$ cat src/rtl/lab4_if.sv
// Operand/flag bundle for the lab4 magnitude comparator.
interface lab4_if #(
  parameter int unsigned WIDTH = 2
);
  logic             en;
  logic [WIDTH-1:0] a;
  logic [WIDTH-1:0] b;
  logic             green;
  logic             red;
  logic             blue;
  logic             valid;

  modport master (
    output en, a, b,
    input  green, red, blue, valid
  );

  modport slave (
    input  en, a, b,
    output green, red, blue, valid
  );
endinterface

$ cat src/rtl/lab4.sv
// Registered unsigned comparator: one-hot green (a>b), red (a<b), blue (a==b),
// captured on enabled edges, with a sticky valid flag.
module lab4 #(
  parameter int unsigned WIDTH = 2
) (
  input logic   clk,
  input logic   rst_n,
  lab4_if.slave bus
);

  typedef enum logic {
    ST_EMPTY,
    ST_HELD
  } state_t;

  state_t           state;
  state_t           state_nxt;
  logic [1:0]       rst_pipe;
  logic             run;
  logic             capture;
  logic [WIDTH-1:0] a_in;
  logic [WIDTH-1:0] b_in;
  logic             green_q;
  logic             red_q;
  logic             blue_q;
  logic             valid_q;

  assign a_in = bus.a;
  assign b_in = bus.b;

  // Assertion is immediate via rst_n; release ripples through two flops so
  // no capture can happen on the first edges after rst_n rises.
  always_ff @(posedge clk or negedge rst_n) begin
    if (!rst_n) begin
      rst_pipe <= '0;
    end else begin
      rst_pipe <= {rst_pipe[0], 1'b1};
    end
  end

  assign run = rst_pipe[1];

  always_ff @(posedge clk or negedge rst_n) begin
    if (!rst_n) begin
      state <= ST_EMPTY;
    end else begin
      state <= state_nxt;
    end
  end

  always_comb begin
    state_nxt = state;
    capture   = 1'b0;
    case (state)
      ST_EMPTY: begin
        if (run && bus.en) begin
          capture   = 1'b1;
          state_nxt = ST_HELD;
        end
      end
      ST_HELD: begin
        if (run && bus.en) begin
          capture = 1'b1;
        end
      end
      default: begin
        state_nxt = ST_EMPTY;
      end
    endcase
  end

  always_ff @(posedge clk or negedge rst_n) begin
    if (!rst_n) begin
      green_q <= 1'b0;
      red_q   <= 1'b0;
      blue_q  <= 1'b0;
      valid_q <= 1'b0;
    end else if (capture) begin
      green_q <= (a_in > b_in);
      red_q   <= (a_in < b_in);
      blue_q  <= (a_in == b_in);
      valid_q <= 1'b1;
    end
  end

  assign bus.green = green_q;
  assign bus.red   = red_q;
  assign bus.blue  = blue_q;
  assign bus.valid = valid_q;

endmodule

$ cat src/flat_wrapper.sv
// flat-port wrapper written by rule: the top's interface ports become plain ports
module lab4_flat 
#(
  parameter int unsigned WIDTH = 2
)
  (clk, rst_n, bus_en, bus_a, bus_b, bus_green, bus_red, bus_blue, bus_valid);
  lab4_if #(.WIDTH(WIDTH)) bus_i ();
  input logic clk;
  input logic rst_n;
  input wire logic [$bits(bus_i.en)-1:0] bus_en;
  input wire logic [$bits(bus_i.a)-1:0] bus_a;
  input wire logic [$bits(bus_i.b)-1:0] bus_b;
  output wire logic [$bits(bus_i.green)-1:0] bus_green;
  output wire logic [$bits(bus_i.red)-1:0] bus_red;
  output wire logic [$bits(bus_i.blue)-1:0] bus_blue;
  output wire logic [$bits(bus_i.valid)-1:0] bus_valid;
  assign bus_i.en = bus_en;
  assign bus_i.a = bus_a;
  assign bus_i.b = bus_b;
  assign bus_green = bus_i.green;
  assign bus_red = bus_i.red;
  assign bus_blue = bus_i.blue;
  assign bus_valid = bus_i.valid;
  lab4 #(.WIDTH(WIDTH)) u_core (.clk(clk), .rst_n(rst_n), .bus(bus_i));
endmodule
$ cat config.mk
export PLATFORM = sky130hd
export DESIGN_NAME = lab4_flat
export DESIGN_NICKNAME = d
export VERILOG_FILES = /design/src/rtl/lab4_if.sv /design/src/rtl/lab4.sv /design/src/flat_wrapper.sv
export SDC_FILE = /design/constraint.sdc
export NUM_CORES = 1
export LEC_CHECK = 0
export CAP_MARGIN = 20
export CORE_AREA = 3 3 40 42
export DETAILED_ROUTE_END_ITERATION = 10
export DIE_AREA = 0 0 43 45
export GPL_TIMING_DRIVEN = 0
export HOLD_SLACK_MARGIN = 0.15
export PLACE_DENSITY = 0.5
export SLEW_MARGIN = 5
export SYNTH_ARGS = -nofsm -noshare
export SYNTH_HDL_FRONTEND = slang
export SYNTH_SLANG_ARGS = --single-unit
$ cat constraint.sdc
create_clock -name clk -period 1.3 [get_ports clk]
set_clock_uncertainty 0.05 [all_clocks]
set_input_delay 0.26 -clock clk [delete_from_list [all_inputs] [get_ports clk]]
set_output_delay 0.26 -clock clk [all_outputs]
set_load 0.02 [all_outputs]
==> results.toml, run 1 <==
[synth]
syn-num-nets = 31
yosys-top-cells-area = "dfrtp_1 (60%), ha_1 (10%), mux2_4 (6.0%)"
netlist_area_um2 = 250.2
async_flop_share_pct = 100.0
synth.distinct_cells = 11
synth_top_area_share_pct = 60.00
yosys_warnings = 0
yosysSeqAreaShare_pct = 60.00
synth-main-ff-cell = "dfrtp_1"
synth_commonest_cells = "dfrtp_1 (6), inv_1 (3), nand2_1 (3), ha_1 (2), o21ai_0 (2)"
yosys.area.top_type = "dfrtp_1"
yosysMostFrequentCell = "dfrtp_1"
syn_avg_cell_area_um2 = 11.37
syn_inst = 22
synth_edf_count = 0
synth_seq_cells = 6

[clock_network]
cts_root_buffer = "clkbuf_4"
htree_num_levels = 1
cts.sink_count = 6
clk_path_buf_depth = 2
tritoncts = "done"
numCtsBuffers = 3
insertion_delay_ns = 0.24
path_clk_slew_ns = 0.05
cts_hold_buf = 0

[routing]
wl_met1_um = 231
drt-pass1-iter-count = 2
top_layer = "met3"
met2WireLength_um = 210
avgRoutedWirePerCell_um = 10.20
ant_nets = 0
dr_wl_met3_um = 68
via_per_inst = 3.860
dr_total_vias = 193
drt_first_iter_violations = 1
drc = 0
wl_um = 510

[power_and_ir_drop]
p_leak_nw = 0.1941
power.density_nw_per_um2 = 1210
p_total_mw = 0.4859
ir_worst_vdd_v = 0.0004934

[sta]
setup_viol = 0
min_period_ns = 1.256
maxSlewViolCount = 0
rsz0062_at_grt = "false"
fin_hold_ws_ns = 0.2006
clock.fmax_ghz = 0.7960
finalCritPeriodShare_pct = 96.64
setup_ws_ns = 0.04371
finalHoldViolCount = 0

[worst_setup_path]
r2r_cells = 2
path_cells = "clkdlybuf4s50_1 > ha_4 > a21oi_1 > mux2_4"
path_delay_family = "buffers and inverters"
worstReg2RegStart = "u_core.rst_pipe[1]$_DFF_PN0_"
rrSetupSlack_ns = 0.31
crit_required_ns = 1.37
r2r-end = "u_core.bus.red$_DFFE_PN0P_"
cp_slowest_cell = "clkdlybuf4s50_1"
cp.arrival_ns = 1.33
critPathMaxStageDelay_ns = 0.44
path_class = "in2reg"
start_kind = "input port"
cp_num_buf_inv = 1
crit_fanout = 2
worstSetupEndpointType = "flip-flop"

[global_route]
grt_use_total_pct = 6.465
gr-total-overflow = 0
grt_antenna_before_repair = 0
grt_pass1_wl_um = 821
grt_pass1_vias = 204
grt_max_degree = 7

[worst_hold_path]
hp-class = "in2async"

[placed_design]
pre_cts_ws_ns = -0.2698
numPortBuffers = 10
hpwl_um = 410.8
place_area_um2 = 369.1
gp_congestion = 0.6510

[cells_and_area]
num-fill-cells = 135
multi_input_comb_area_um2 = 101.3
design_area_um2 = 401.6
syn_to_final_growth_pct = 60.50
finalNetCount = 46
antenna_cells = 0
seq_area_um2 = 150.1
utilization_pct = 31.26
drive_gt1_share_pct = 20.00

[die]
fp-row-count = 13
coreArea_um2 = 1285
die_area_um2 = 1935
die_w_um = 43
initial_utilization_pct = 19.47
io_pins = 11
die_h_um = 45

[flow_run]
drv_cap = 0

[status]
status = "finished clean"
registers in the layout, summed over array words and instances (netlist names):
signal,flops
u_core.bus.blue,1
u_core.bus.red,1
u_core.bus.green,1
u_core.rst_pipe,2
u_core.bus.valid,1
cell type report:
type / instances / share of cell area [%]
Tap cell: 15 / 4.673
Timing Repair Buffer: 10 / 24.30
Sequential cell: 6 / 37.38
Inverter: 3 / 2.804
Multi-Input combinational cell: 13 / 25.23
Clock buffer: 3 / 5.607
placed cells by master, fill, tap and decap left out:
master	synthesis	layout
ha_4	0	1
inv_2	0	1
o21ai_1	0	1
clkdlybuf4s50_1	0	5
clkbuf_4	0	3
inv_1	3	2
dfrtp_1	6	6
nand2_1	3	3
o21ai_0	2	1
nand2_2	1	1
nand3_1	1	1
dlymetal6s2s_1	0	1
dlygate4sd2_1	0	4
a21oi_1	1	1
mux2_4	1	1
or2b_1	1	1
conb_1	1	1
ha_1	2	1
power breakdown:
part	internal [mW]	total [mW]	leakage (nW)	switching, mW
Sequential	0.206	0.215	0.0697	0.00848
Combinational	0.0512	0.103	0.111	0.0519
Clock	0.104	0.168	0.0138	0.0637
Total	0.362	0.486	0.194	0.124
layer usage:
layer	vias up	track usage, %
met4	0	5.422
li1	95	-
met1	87	6.173
met5	-	0
met2	11	8.683
met3	0	5.578
logic make-up (layout without fill, tap and decap cells):
family	Yosys count	count (layout)	synth area share, %
muxes	1	1	5.998
DFF	6	6	60.00
other	1	1	1.499
buffers and inverters	3	16	4.500
AOI/OAI and AO/OA	3	3	5.998
adders and majority gates	2	2	9.998
and+or+nand+nor	6	6	12.00
through the flow:
stage / TNS [ns] / std cells
final: 0 / 50
after global routing: 0 / 50
after CTS: 0 / 50
after detailed placement: -0.6595 / 47
after global placement: -0.5667 / 47
after floorplan: 0 / 22
timing repair:
action | in CTS | in global routing
endpoints found under the setup margin | 5 | 2
pin swaps | 1 | 0
setup buffers | 0 | 0
gates resized for setup | 5 | 3
how the worst max path moves through the flow:
stage	slack (ns)	start	cells after the start	endpoint
after global routing	0.02	u_core.bus.green$_DFFE_PN0P_	1	bus_green
final	0.04	bus_a[1]	4	u_core.bus.red$_DFFE_PN0P_
after global placement	-0.25	bus_b[1]	5	u_core.bus.red$_DFFE_PN0P_
after CTS	0.006	bus_b[1]	5	u_core.bus.red$_DFFE_PN0P_
after floorplan	0.25	bus_b[1]	4	u_core.bus.red$_DFFE_PN0P_
after detailed placement	-0.27	bus_b[1]	5	u_core.bus.red$_DFFE_PN0P_
(Power assumes the default switching activity.)
==> run 2: changes to the inputs <==
- SLEW_MARGIN: 5 -> 15
==> results of run 2 <==
The final DEF is identical to that of run 1; final timing and power are the same.
==> run 3: changes to the inputs <==
- CELL_PAD_IN_SITES_DETAIL_PLACEMENT: default -> 1
- CELL_PAD_IN_SITES_GLOBAL_PLACEMENT: default -> 2
- PLACE_DENSITY: 0.5 -> 0.7
==> run 3 against run 2 <==
Count of clock-buffer cells in the layout unchanged. Core utilization increased by 0.097 points. Setup slack got worse by 0.023 ns. Largest cell class unchanged. First-iteration DRC count unchanged. Die area unchanged. Global-route usage increased by 0.67 points.
==> results.toml, run 3 (synthesis results as in run 1) <==
[die]
die_area_um2 = 1935
die_w_um = 43
initial_utilization_pct = 19.47
fp-row-count = 13
coreArea_um2 = 1285
io_pins = 11
die_h_um = 45

[routing]
drt-pass1-iter-count = 2
drc = 0
via_per_inst = 3.940
dr_total_vias = 197
avgRoutedWirePerCell_um = 10.28
ant_nets = 0
wl_um = 514
drt_first_iter_violations = 1

[cells_and_area]
antenna_cells = 0
final-instance-count-excl-fill = 50
syn_to_final_growth_pct = 61.00
largest_register_ffs = 2
drive_gt1_share_pct = 20.00
design_area_um2 = 402.9
finalNetCount = 46
utilization_pct = 31.35
layout_common_cells = "clkdlybuf4s50_1 (6), dfrtp_1 (6), dlygate4sd2_1 (4)"
largest-register = "u_core.rst_pipe"

[worst_setup_path]
path_class = "in2reg"
cp_slowest_cell = "clkdlybuf4s50_1"
cp_num_buf_inv = 2
worstSetupEndpointType = "flip-flop"
worstReg2RegStart = "u_core.rst_pipe[1]$_DFF_PN0_"
path_delay_family = "buffers and inverters"
start_kind = "input port"
rrSetupSlack_ns = 0.34
crit_required_ns = 1.37
r2r_cells = 2
cp.arrival_ns = 1.35
crit_fanout = 2
critPathMaxStageDelay_ns = 0.46
path_cells = "clkdlybuf4s50_1 > inv_1 > ha_4 > a21oi_2 > mux2_4"
r2r-end = "u_core.bus.red$_DFFE_PN0P_"

[global_route]
use_met2_pct = 9.880
met3_usage_pct = 2.789
grt_pass1_vias = 229
grt_pass1_wl_um = 910
use_met1_pct = 7.389
grt_max_degree = 7
gr-total-overflow = 0
grt_use_total_pct = 7.131
grt_antenna_before_repair = 0
top_usage_layer = "met2"

[clock_network]
insertion_delay_ns = 0.24
cts_root_buffer = "clkbuf_4"
cts.sink_count = 6
cts_setup_buffers = 0
htree_num_levels = 1
numCtsBuffers = 3
tritoncts = "done"
path_clk_slew_ns = 0.05
cts_hold_buf = 0
clk_path_buf_depth = 2

[sta]
tns_ns = 0
clock.fmax_ghz = 0.7814
maxSlewViolCount = 0
min_period_ns = 1.280
finalHoldViolCount = 0
setup_viol = 0
rsz0062_at_grt = "false"
finalCritPeriodShare_pct = 98.44

[power_and_ir_drop]
combPwrFrac_pct = 21.5
ir_worst_vdd_v = 0.0004364
power.density_nw_per_um2 = 1205
p_sw_mw = 0.1221
swShare_pct = 25.15
pwr-share-seq_pct = 44.2
clkPwrFrac_pct = 34.4
intPower_mw = 0.3634
p_leak_nw = 0.1864

[flow_run]
drv_cap = 0

[placed_design]
place_area_um2 = 369.1
numPortBuffers = 10
placed_cells = 47
gp_congestion = 0.6283
hpwl_um = 390

[worst_hold_path]
hp-class = "in2async"

[status]
status = "finished clean"
[run 3: cell types whose count changed in the layout (fill, tap and decap cells not counted)]
cell / change
a21oi_2: +1
inv_2: -1
o21ai_0: +1
dlymetal6s2s_1: -1
clkdlybuf4s50_1: +1
a21oi_1: -1
o21ai_1: -1
inv_1: +1
[run 3: layout make-up]
cell class,count,area [um^2]
inverters,3,11.26
clock buffers,3,22.52
multi-input cells,13,105.1
well taps,15,18.77
flip-flops and latches,6,150.1
repair buffers,10,95.09
fillers,155,882.1
[run 3: power groups by stage]
stage,combinational [mW],sequential (mW),clock [mW]
floorplan,0.0295,0.238,0
global placement,0.109,0.218,0
detailed placement,0.111,0.218,0
CTS,0.103,0.215,0.176
global route,0.118,0.216,0.197
finish,0.104,0.214,0.167
[run 3: repair_timing]
action,CTS,global route
pin swaps,1,0
setup endpoints to repair,5,3
endpoints found under the hold margin,0,0
resized for setup,5,1
[run 3: how the worst max path moves through the flow]
| stage | cells after the start | to | from |
|---|---|---|---|
| floorplan | 4 | u_core.bus.red$_DFFE_PN0P_ | bus_b[1] |
| global placement | 5 | u_core.bus.red$_DFFE_PN0P_ | bus_b[1] |
| detailed placement | 5 | u_core.bus.red$_DFFE_PN0P_ | bus_b[1] |
| CTS | 5 | u_core.bus.red$_DFFE_PN0P_ | bus_b[1] |
| global route | 5 | u_core.bus.red$_DFFE_PN0P_ | bus_b[1] |
| finish | 5 | u_core.bus.red$_DFFE_PN0P_ | bus_b[1] |
[run 3: layer usage]
layer | vias up | routed length (um)
li1 | 96 | -
met1 | 91 | 234
met2 | 10 | 226
met3 | 0 | 54
met4 | 0 | 0
met5 | - | 0
[run 3: stage by stage]
step / setup WS (ns) / total power, mW / hold slack, ns
2_1_floorplan: 0.2506 / 0.2677 / -0.08559
3_3_place_gp: -0.2517 / 0.3265 / 0.2834
3_5_place_dp: -0.2608 / 0.3291 / 0.2887
4_1_cts: 0.001063 / 0.4934 / 0.2169
5_1_grt: 0.008425 / 0.5300 / 0.2153
6_report: 0.02030 / 0.4855 / 0.2119
